--- config.mk ---
export PLATFORM = sky130hd
export DESIGN_NAME = booth_mult_unit
export DESIGN_NICKNAME = d
export VERILOG_FILES = /design/src/rtl/booth_mult_unit_pkg.sv /design/src/rtl/booth_step.sv /design/src/rtl/booth_mult_unit.sv
export SDC_FILE = /design/constraint.sdc
export NUM_CORES = 1
export LEC_CHECK = 0
export BUFFER_PORTS_ARGS = -buffer_cell sky130_fd_sc_hd__buf_2
export CAP_MARGIN = 0
export CORE_MARGIN = 10
export CORE_UTILIZATION = 55
export DETAILED_ROUTE_END_ITERATION = 10
export HOLD_SLACK_MARGIN = 0.02
export PLACE_DENSITY = 0.8
export SETUP_SLACK_MARGIN = 0.15
export SYNTH_ARGS = -nofsm -noshare
export SYNTH_HDL_FRONTEND = slang
export SYNTH_SLANG_ARGS = --single-unit
--- constraint.sdc ---
create_clock -name clock -period 11.85 [get_ports clock]
set_input_delay 0.5925 -clock clock [delete_from_list [all_inputs] [get_ports clock]]
set_output_delay 0.5925 -clock clock [all_outputs]
set_load 0.01 [all_outputs]
--- src/rtl/booth_mult_unit_pkg.sv ---
// Shared types and constants for the Booth multiplier slice.
package mult_pkg;

  // Default operand width of the HI/LO multiply unit.
  localparam int MULT_WIDTH_DEFAULT = 32;

  // Sequencer states: the unit is either waiting for work or iterating.
  typedef enum logic {
    IDLE = 1'b0,
    RUN  = 1'b1
  } state_t;

  // Action selected by the Booth bit pair {q0, q_-1}.
  typedef enum logic [1:0] {
    BOOTH_NOP = 2'b00,
    BOOTH_ADD = 2'b01,
    BOOTH_SUB = 2'b10
  } booth_op_t;

  // Map the low multiplier bit and the previous bit onto the Booth action.
  // 01 marks the end of a run of ones (add), 10 the start of one (subtract).
  function automatic booth_op_t booth_decode(input logic [1:0] pair);
    booth_op_t op;
    case (pair)
      2'b01:   op = BOOTH_ADD;
      2'b10:   op = BOOTH_SUB;
      default: op = BOOTH_NOP;
    endcase
    return op;
  endfunction

endpackage

--- src/rtl/booth_step.sv ---
// One radix-2 Booth iteration: conditional add/subtract of the multiplicand
// into the high field, followed by an arithmetic right shift of the whole
// accumulator. Purely combinational.
//
// Accumulator layout (2*WIDTH+3 bits):
//   [2*WIDTH+2 : WIDTH+2]  high field (WIDTH+1 bits, signed partial product)
//   [WIDTH+1   : 1]        low field  (WIDTH+1 bits, remaining multiplier)
//   [0]                    q_-1, the previously shifted-out multiplier bit
module booth_step
  import mult_pkg::*;
#(
  parameter int WIDTH = MULT_WIDTH_DEFAULT
) (
  input  logic [2*WIDTH+2:0] acc_i,
  input  logic [WIDTH:0]     mcand_i,
  output logic [2*WIDTH+2:0] acc_o
);

  logic [WIDTH:0]   highField;
  logic [WIDTH:0]   lowField;
  logic             qPrev;
  logic [WIDTH+1:0] highExt;
  logic [WIDTH+1:0] mcandExt;
  logic [WIDTH+1:0] sum;
  booth_op_t        op;

  assign highField = acc_i[2*WIDTH+2:WIDTH+2];
  assign lowField  = acc_i[WIDTH+1:1];
  assign qPrev     = acc_i[0];

  // Add/subtract one bit wider than the high field so the true sign of the
  // partial product survives, then shift. Concatenating the wide sum with the
  // unshifted low field is exactly the shifted accumulator: sum[WIDTH+1:1]
  // becomes the new high field, sum[0] enters the low field and the old q0
  // drops into the q_-1 slot.
  always_comb begin
    highExt  = {highField[WIDTH], highField};
    mcandExt = {mcand_i[WIDTH], mcand_i};
    op       = booth_decode({lowField[0], qPrev});
    case (op)
      BOOTH_ADD: sum = highExt + mcandExt;
      BOOTH_SUB: sum = highExt - mcandExt;
      default:   sum = highExt;
    endcase
    acc_o = {sum, lowField};
  end

endmodule

--- src/rtl/booth_mult_unit.sv ---
// Multi-cycle radix-2 Booth multiplier for the HI/LO unit. Handles signed
// (MULT) and unsigned (MULTU) operands by extending both to WIDTH+1 bits and
// running WIDTH+1 Booth iterations on a single datapath. Results are held on
// hi/lo until the next completed operation; kill aborts without touching them.
module booth_mult_unit
  import mult_pkg::*;
#(
  parameter int WIDTH = MULT_WIDTH_DEFAULT
) (
  input  logic             clock,
  input  logic             reset,
  input  logic             start,
  input  logic             is_signed,
  input  logic             kill,
  input  logic [WIDTH-1:0] op_a,
  input  logic [WIDTH-1:0] op_b,
  output logic             busy,
  output logic             done,
  output logic [WIDTH-1:0] hi,
  output logic [WIDTH-1:0] lo
);

  localparam int CNT_W = $clog2(WIDTH + 2);
  localparam int ACC_W = 2 * WIDTH + 3;

  state_t              state_q, state_d;
  logic [CNT_W-1:0]    cnt_q, cnt_d;
  logic [ACC_W-1:0]    acc_q, acc_d;
  logic [WIDTH:0]      mcand_q, mcand_d;
  logic [WIDTH-1:0]    hi_q, hi_d;
  logic [WIDTH-1:0]    lo_q, lo_d;
  logic                done_q, done_d;

  logic [ACC_W-1:0]    accStep;
  logic [WIDTH:0]      extA;
  logic [WIDTH:0]      extB;
  logic                accept;
  logic                lastIter;
  logic                stepping;

  // Operands grow by one bit so that unsigned values look like non-negative
  // signed values; the Booth core then only ever sees two's complement.
  assign extA = {is_signed & op_a[WIDTH-1], op_a};
  assign extB = {is_signed & op_b[WIDTH-1], op_b};

  // A new operation is taken only from IDLE, and kill vetoes it.
  assign accept   = (state_q == IDLE) && start && !kill;
  // cnt_q counts completed iterations; the step taken when it reads WIDTH is
  // the (WIDTH+1)-th and final one.
  assign lastIter = (cnt_q == CNT_W'(WIDTH));
  assign stepping = (state_q == RUN) && !kill;

  booth_step #(
    .WIDTH(WIDTH)
  ) u_step (
    .acc_i  (acc_q),
    .mcand_i(mcand_q),
    .acc_o  (accStep)
  );

  // State register with synchronous reset.
  always_ff @(posedge clock) begin
    if (reset) begin
      state_q <= IDLE;
    end else begin
      state_q <= state_d;
    end
  end

  // Next-state logic: kill wins over the final iteration.
  always_comb begin
    state_d = state_q;
    case (state_q)
      IDLE: begin
        if (start && !kill) begin
          state_d = RUN;
        end
      end
      RUN: begin
        if (kill || lastIter) begin
          state_d = IDLE;
        end
      end
      default: state_d = IDLE;
    endcase
  end

  // Handshake outputs: busy follows the state, the rest are registered.
  always_comb begin
    busy = (state_q == RUN);
    done = done_q;
    hi   = hi_q;
    lo   = lo_q;
  end

  // Datapath next-state: load on accept, iterate while running, publish the
  // low 2*WIDTH product bits on the final step.
  always_comb begin
    acc_d   = acc_q;
    mcand_d = mcand_q;
    cnt_d   = cnt_q;
    hi_d    = hi_q;
    lo_d    = lo_q;
    done_d  = 1'b0;
    if (accept) begin
      acc_d   = {{(WIDTH + 1){1'b0}}, extA, 1'b0};
      mcand_d = extB;
      cnt_d   = '0;
    end else if (stepping) begin
      acc_d = accStep;
      cnt_d = cnt_q + CNT_W'(1);
      if (lastIter) begin
        hi_d   = accStep[2*WIDTH:WIDTH+1];
        lo_d   = accStep[WIDTH:1];
        done_d = 1'b1;
      end
    end
  end

  // Datapath registers; reset clears results as well as working state.
  always_ff @(posedge clock) begin
    if (reset) begin
      acc_q   <= '0;
      mcand_q <= '0;
      cnt_q   <= '0;
      hi_q    <= '0;
      lo_q    <= '0;
      done_q  <= 1'b0;
    end else begin
      acc_q   <= acc_d;
      mcand_q <= mcand_d;
      cnt_q   <= cnt_d;
      hi_q    <= hi_d;
      lo_q    <= lo_d;
      done_q  <= done_d;
    end
  end

endmodule

==> results of run 1 <==
## worst max path at each step
stage	endpoint	cells past startpoint	start	slack (ps)
after floorplan	hi[31]	21	mcand_q[0]	7660
after global placement	hi[31]	20	mcand_q[0]	7290
after detailed placement	hi[31]	20	mcand_q[0]	7130
after CTS	hi[31]	20	mcand_q[0]	7090
after global routing	hi[27]	20	mcand_q[0]	6720
final	hi[31]	20	mcand_q[0]	7050
## area by class of cell
class                           instances  area share
Multi-Input combinational cell        879       0.498
Sequential cell                       172       0.339
Timing Repair Buffer                  143      0.0729
Clock buffer                           18      0.0423
Tap cell                              216      0.0266
Clock inverter                         14      0.0128
Inverter                               21     0.00776
Antenna cell                            4    0.000986
## registers in the layout, indices dropped and copies added (netlist names)
name / count
busy: 1
mcand_q: 33
hi: 32
cnt_q: 6
lo: 32
done: 1
acc_q: 67
## per-stage QoR
| stage | power [mW] | setup slack, ps | area [um^2] |
|---|---|---|---|
| after global placement | 0.876 | 7290 | 9590 |
| after global routing | 1.48 | 6720 | 10100 |
| after floorplan | 0.822 | 7660 | 8840 |
| after detailed placement | 0.881 | 7130 | 9590 |
| final | 1.41 | 7050 | 10200 |
| after CTS | 1.42 | 7090 | 10100 |
## kinds of logic (layout without fill, tap and decap cells)
family / Yosys count / in the layout
XOR/XNOR: 63 / 63
adder cells (fa/ha/maj): 38 / 38
AND/OR/NAND/NOR: 439 / 439
multiplexers: 11 / 11
buffers and inverters: 96 / 196
other: 0 / 4
flip-flops: 172 / 172
AO/OA/AOI/OAI: 328 / 328
## power by group
group / internal (mW) / total [mW] / switching [mW]
logic: 0.108 / 0.266 / 0.158
clock network: 0.293 / 0.539 / 0.246
registers: 0.592 / 0.607 / 0.0147
## synth_stat cells, types with 3 or more instances
cell	number	area share
a31oi_1	9	0.0064
clkbuf_1	68	0.029
nand3_1	8	0.0045
o21a_1	8	0.0068
nor3_1	28	0.016
o21bai_1	4	0.0034
mux2i_1	10	0.011
a211oi_1	26	0.022
nor2b_1	11	0.0078
buf_1	6	0.0025
ha_1	37	0.052
nand2b_1	4	0.0028
or3_1	6	0.0042
inv_1	21	0.0089
o21ai_0	31	0.018
dfxtp_1	172	0.39
nand4_1	10	0.0071
xor2_1	16	0.016
a2111oi_0	3	0.0030
nor2_1	130	0.055
nand2_1	222	0.094
a21o_1	14	0.012
a22oi_1	33	0.028
o21ba_2	3	0.0034
xnor2_1	47	0.047
a21oi_1	170	0.096
and3_1	5	0.0035
## tightest hold or removal path, delay by kind of cell
family / cells / cell delay, ps
buf+inv: 1 / 90
compound gates: 1 / 50
simple gates: 1 / 40
## layout by cell type (no fill, tap or decap), types with 14 or more instances in the layout
cell type	synthesis	routed
xor2_1	16	16
nor2_1	130	128
xnor2_1	47	47
nand2_1	222	222
nor3_1	28	28
ha_1	37	36
a21oi_1	170	170
buf_2	1	133
dfxtp_1	172	172
inv_1	21	21
a211oi_1	26	26
clkbuf_16	0	17
o21ai_0	31	31
a22oi_1	33	33
a21o_1	14	14
## routing by layer
metal / track usage / vias up / share of wire
met5: 0 / - / 0.0013
met4: 0.0581 / 4 / 0.013
met3: 0.0802 / 25 / 0.090
met2: 0.328 / 259 / 0.44
met1: 0.268 / 3714 / 0.46
li1: - / 4162 / -
==> summary.txt, run 1 <==
Timing
  • Total Negative Setup Slacks: 0 ps
  • Max Freq: 0.209 GHz
  • Fin Hold WS: 394 ps
  • Final hold vios: 0
  • Measured slew at the worst slew-check pin: 1140 ps
  • Final period utilization: 0.405
  • RSZ-0062 raised after global routing: no
  • Clk_skew: 10.7 ps
  • Slew Viols, Final: 0
  • Slew headroom: 0.239
  • Tmin final: 4800 ps
  • Final setup fails: 0

Min path
  • Worst Hold Depth: 3
  • Hold path endpoint: mcand_q[3]
  • Hold crit path type: primary input to register
  • Hold_sp: op_b[3]

Synth
  • Area of the mapped netlist: 8840 um^2
  • Synth Area in Compound Gates: 0.228
  • Largest family of logic cells by synthesized area: compound AO/OA/AOI/OAI gates
  • Post-synthesis register bit count: 172
  • Synth Area in Simple Gates: 0.212
  • Ys Warns: 0
  • Sequential fraction of the synthesis area: 0.390
  • Synth Area per Inst: 7.70 um^2
  • Count of cell types in the netlist: 64
  • EDFF count, synth: 0
  • Top_reg_cell synth: dfxtp_1
  • Post-Synthesis Net Count: 1,254
  • Mux share of post-synthesis cell area: 0.0126
  • Async S/R FF share, synth: 0
  • Adder-Cell Fraction of Synth Area: 0.0547
  • Mapped Cells: 1,147
  • XOR/XNOR Fraction of Synth Area: 0.0624

Critical path
  • R2R cell count: 20
  • Crit start category: register
  • CP Cell Sequence: inv_1 -> ha_1 -> nand2_1 -> or4_1 -> nor3_1 -> nand2_1 -> nor2_1 -> a21oi_1 -> xnor2_1 -> ha_1 -> a21oi_1 -> o21a_1 -> and3_1 -> a22o_1 -> a211oi_1 -> o21ba_2 -> or3_1 -> a311o_1 -> a22oi_1 -> a211oi_1
  • Reg-to-reg critical path startpoint: mcand_q[0]
  • Crit. End Element: register
  • Reg2Reg Capture Point: hi[31]
  • Top delay family on crit path: simple AND/OR/NAND/NOR gates
  • Slowest CP cell: nor3_1
  • Crit Path Max Fanout: 6
  • R2R Setup Slk: 7050 ps
  • Crit Path Class: register to register
  • Buffers and inverters on the worst path: 1
  • Critical path's largest stage delay: 490 ps
  • Critical Path AT: 5060 ps
  • Worst path required time: 12,120 ps

Clocking
  • CTS Buffer Depth: 2
  • CTS Root Cell: clkbuf_16
  • CTS Buf Count: 17
  • CTS sink cnt: 172
  • CTS tree: yes
  • Clk slew on worst S/H paths: 70 ps
  • Post_cts resized: 0
  • H-tree Lvls: 4
  • Clock Latency Late Sink: 430 ps
  • Postcts setup bufs: 0
  • CTS Hold Buffers Added: 0

Drt
  • DR DRC count: 0
  • Routed wire length: 23,200 um
  • Post-route ant nets: 0
  • DRT iter0 DRCs: 600
  • Post-DR wirelength/cell: 15.8 um
  • Via total after detailed routing: 8,164
  • DRT Pass-1 Iters: 5
  • Vias per cell: 5.57

Global routing
  • Vias in the first global route: 7,748
  • Largest net degree at the start of global routing: 91
  • GRT overflow: 0
  • First-pass GRT wire length: 38,300 um
  • Global Route Usage Sum: 0.211
  • Initial antenna violation count: 7

Floorplan
  • Die Footprint: 21,500 um^2
  • Die Y: 147 um
  • Starting Density: 0.558
  • Core Region: 15,800 um^2
  • Row count: 46
  • IO Pins: 135
  • Chip width: 147 um

Placed design
  • GPL Wtd Cong: 0.915
  • Placed Cells: 1,431
  • Buffers on Ports: 134
  • Post-DP HPWL: 16,300 um

Finish
  • Layout fillers: 1,408
  • Area of the multi-input gates: 5050 um^2
  • Share of layout cells above drive strength 1: 0.156
  • Register area: 3440 um^2
  • Utilization after layout: 0.642
  • Final std cells w/o fill: 1,467
  • Area Growth Syn to Fin: 14.9%
  • NumNets Final: 1,341

Power and ir drop
  • Peak VDD IR: 102 uV
  • P per Cell Area: 139 nW/um^2
  • Lkg Pwr: 4.06 nW

Outcome
  • Outcome: finished, final reports clean

Flow run
  • Max Cap Viol: 0
Note: power is estimated with default switching activity, not from simulation.
==> run 2: changes to the inputs <==
--- a/config.mk
+++ b/config.mk
@@ -8,10 +8,10 @@
 export BUFFER_PORTS_ARGS = -buffer_cell sky130_fd_sc_hd__buf_2
 export CAP_MARGIN = 0
 export CORE_MARGIN = 10
-export CORE_UTILIZATION = 55
+export CORE_UTILIZATION = 52
 export DETAILED_ROUTE_END_ITERATION = 10
 export HOLD_SLACK_MARGIN = 0.02
-export PLACE_DENSITY = 0.8
+export PLACE_DENSITY = 0.79
 export SETUP_SLACK_MARGIN = 0.15
 export SYNTH_ARGS = -nofsm -noshare
 export SYNTH_HDL_FRONTEND = slang
==> constraint.sdc (replaced) <==
create_clock -name clock -period 4.3 [get_ports clock]
set_input_delay 0.215 -clock clock [delete_from_list [all_inputs] [get_ports clock]]
set_output_delay 0.215 -clock clock [all_outputs]
set_load 0.01 [all_outputs]
==> run 2 against run 1 <==
Power grew to 2.9 times the previous value; clock power grew to 2.9 times the previous value; via count grew 3.7%; clock skew shrank 2.4 ps; register-to-register slack lost 6900 ps; critical path depth shrank 4; wire length grew 7.8%; critical path type unchanged; critical endpoint is now acc_q[64].
==> summary.txt, run 2 (synthesis gave the netlist of run 1 again) <==
Timing
  • Tmin final: 4180 ps (was 4800 ps)
  • RSZ-0062 raised after global routing: yes (was no)
  • Final period utilization: 0.972 (was 0.405)
  • Final setup fails: 0 (unchanged)
  • Slew Viols, Final: 0 (unchanged)
  • Slew headroom: 0.367 (was 0.239)
  • Clk_skew: 8.34 ps (was 10.7 ps)
  • Measured slew at the worst slew-check pin: 946 ps (was 1140 ps)
  • Max Freq: 0.239 GHz (was 0.209 GHz)
  • Fin Hold WS: 19.6 ps (was 394 ps)
  • Final hold vios: 0 (unchanged)

Critical path
  • Crit start category: register (unchanged)
  • Reg2Reg Capture Point: acc_q[64] (was hi[31])
  • Slowest CP cell: or4_4 (was nor3_1)
  • Worst path required time: 4580 ps (was 12,120 ps)
  • Critical Path AT: 4460 ps (was 5060 ps)
  • Crit Path Class: register to register (unchanged)
  • Critical path's largest stage delay: 550 ps (was 490 ps)
  • CP Cell Sequence: or4_4 -> nor4_4 -> nor3b_4 -> buf_4 -> a21oi_2 -> xnor2_1 -> ha_1 -> o21a_1 -> o2111ai_2 -> and3_1 -> a211oi_2 -> o21ba_2 -> or3_4 -> a311o_1 -> a22oi_2 -> a21oi_1 (was inv_1 -> ha_1 -> nand2_1 -> or4_1 -> nor3_1 -> nand2_1 -> nor2_1 -> a21oi_1 -> xnor2_1 -> ha_1 -> a21oi_1 -> o21a_1 -> and3_1 -> a22o_1 -> a211oi_1 -> o21ba_2 -> or3_1 -> a311o_1 -> a22oi_1 -> a211oi_1)
  • Reg-to-reg critical path startpoint: mcand_q[0] (unchanged)
  • R2R cell count: 16 (was 20)
  • Crit. End Element: register (unchanged)
  • Crit Path Max Fanout: 4 (was 6)
  • Top delay family on crit path: simple AND/OR/NAND/NOR gates (unchanged)
  • Buffers and inverters on the worst path: 1 (unchanged)
  • R2R Setup Slk: 120 ps (was 7050 ps)

Drt
  • DRT iter0 DRCs: 671 (was 600)
  • Routed wire length: 25,000 um (was 23,200 um)
  • DRT Pass-1 Iters: 5 (unchanged)
  • Post-DR wirelength/cell: 16.4 um (was 15.8 um)
  • Via total after detailed routing: 8,462 (was 8,164)
  • DR DRC count: 0 (unchanged)
  • Post-route ant nets: 0 (unchanged)
  • Vias per cell: 5.56 (was 5.57)

Clocking
  • CTS Buf Count: 17 (unchanged)
  • CTS sink cnt: 172 (unchanged)
  • H-tree Lvls: 4 (unchanged)
  • Clk slew on worst S/H paths: 70 ps (about the same)
  • CTS Root Cell: clkbuf_16 (unchanged)
  • Clock Latency Late Sink: 440 ps (was 430 ps)
  • CTS Buffer Depth: 2 (unchanged)
  • CTS tree: yes (unchanged)

Global routing
  • First-pass GRT wire length: 39,800 um (was 38,300 um)
  • Vias in the first global route: 7,985 (was 7,748)
  • Global Route Usage Sum: 0.214 (was 0.211)
  • GRT overflow: 0 (unchanged)
  • Largest net degree at the start of global routing: 88 (was 91)
  • Initial antenna violation count: 4 (was 7)

Finish
  • Largest reg by FF count: acc_q (unchanged)
  • Register area: 3450 um^2 (was 3440 um^2)
  • Most common cell after layout, fill and taps aside: nand2_1 (unchanged)
  • Max reg flops: 67 (unchanged)
  • Final std cells w/o fill: 1,523 (was 1,467)
  • Share of layout cells above drive strength 1: 0.207 (was 0.156)
  • Utilization after layout: 0.648 (was 0.642)
  • Top flop regs: acc_q x67, mcand_q x33 (unchanged)
  • Most frequent cells in the layout: 221 x nand2_1, 169 x dfxtp_1, 164 x a21oi_1, 133 x buf_2, 122 x nor2_1 (was 222 x nand2_1, 172 x dfxtp_1, 170 x a21oi_1, 133 x buf_2, 128 x nor2_1)
  • Area of the multi-input gates: 5210 um^2 (was 5050 um^2)
  • Design Area, Final: 10,800 um^2 (was 10,200 um^2)
  • NumNets Final: 1,394 (was 1,341)
  • Layout fillers: 1,454 (was 1,408)
  • Area Growth Syn to Fin: 22.0% (was 14.9%)

Outcome
  • Outcome: finished, final reports clean (unchanged)

Floorplan
  • Die Footprint: 22,600 um^2 (was 21,500 um^2)
  • IO Pins: 135 (unchanged)
  • Core Region: 16,600 um^2 (was 15,800 um^2)
  • Chip width: 150 um (was 147 um)
  • Die Y: 150 um (was 147 um)
  • Row count: 47 (was 46)
  • Starting Density: 0.531 (was 0.558)

Min path
  • Hold path endpoint: mcand_q[0] (was mcand_q[3])
  • Worst Hold Depth: 3 (unchanged)
  • Hold crit path type: primary input to register (unchanged)
  • Hold_sp: op_b[0] (was op_b[3])

Flow run
  • Max Cap Viol: 0 (unchanged)

Placed design
  • Placed instance area: 9780 um^2 (was 9590 um^2)
  • Placed Cells: 1,460 (was 1,431)
  • Post-DP HPWL: 17,200 um (was 16,300 um)
  • GPL Wtd Cong: 0.898 (was 0.915)
  • Buffers on Ports: 134 (unchanged)

Power and ir drop
  • Lkg Pwr: 4.34 nW (was 4.06 nW)
  • P per Cell Area: 379 nW/um^2 (was 139 nW/um^2)
  • Peak VDD IR: 307 uV (was 102 uV)
  • Tot Pwr: 4.09 mW (was 1.41 mW)
run 2: changes by cell type in the layout (fill, tap and decap cells not counted), sizes merged:
cell         change
buf             +39
dlygate4sd3     +14
inv              +3
clkinv           -2
clkinvlp         -1
diode            -1
run 2: worst reg2reg max path: stages, from the launching register on:
cell,delay [ps]
dfxtp_2,330
or4_4,550
nor4_4,170
nor3b_4,320
buf_4,170
a21oi_2,50
xnor2_1,140
ha_1,350
o21a_1,220
o2111ai_2,220
and3_1,240
a211oi_2,100
o21ba_2,230
or3_4,330
a311o_1,360
a22oi_2,150
a21oi_1,90
run 2: final cells by class:
class,count,area share
Tap cell,220,0.0255
Clock buffer,18,0.0407
Antenna cell,3,0.000696
Clock inverter,14,0.0139
Timing Repair Buffer,196,0.109
Multi-Input combinational cell,879,0.483
Sequential cell,172,0.320
Inverter,21,0.00731
run 2: where the power goes:
| part | switching (mW) | internal (mW) |
|---|---|---|
| clock | 0.718 | 0.840 |
| sequential | 0.0412 | 1.63 |
| combinational | 0.485 | 0.376 |
| total | 1.24 | 2.85 |
run 2: worst max-delay path by stage:
stage | slack, ps | depth (start not counted) | endpoint | startpoint
floorplan | 210 | 21 | hi[31] | mcand_q[0]
global placement | 120 | 20 | hi[31] | mcand_q[1]
detailed placement | -20 | 20 | hi[31] | mcand_q[1]
CTS | 150 | 20 | acc_q[64] | mcand_q[1]
global route | -50 | 21 | hi[31] | mcand_q[1]
finish | 120 | 16 | acc_q[64] | mcand_q[0]
run 2: what timing repair did:
| action | in CTS | in global routing |
|---|---|---|
| endpoints found under the hold margin | 14 | 0 |
| resized for setup | 6 | 34 |
| pin swaps | 5 | 28 |
| buffers inserted | 2 | 12 |
| setup endpoints to repair | 8 | 23 |
| hold buffers | 14 | 0 |
run 2: layer usage:
layer / wire length [um] / vias to the layer above / global-route usage
met2: 11100 / 265 / 0.325
met4: 316 / 2 / 0.0627
met5: 15 / - / 0
met3: 2040 / 27 / 0.0678
met1: 11500 / 3912 / 0.286
li1: - / 4256 / -
run 2: per-stage QoR:
stage	setup WS, ps	setup TNS (ps)
global placement	117	0
CTS	155	0
floorplan	210	0
detailed placement	-18.5	-43.7
finish	119	0
global route	-45.5	-148
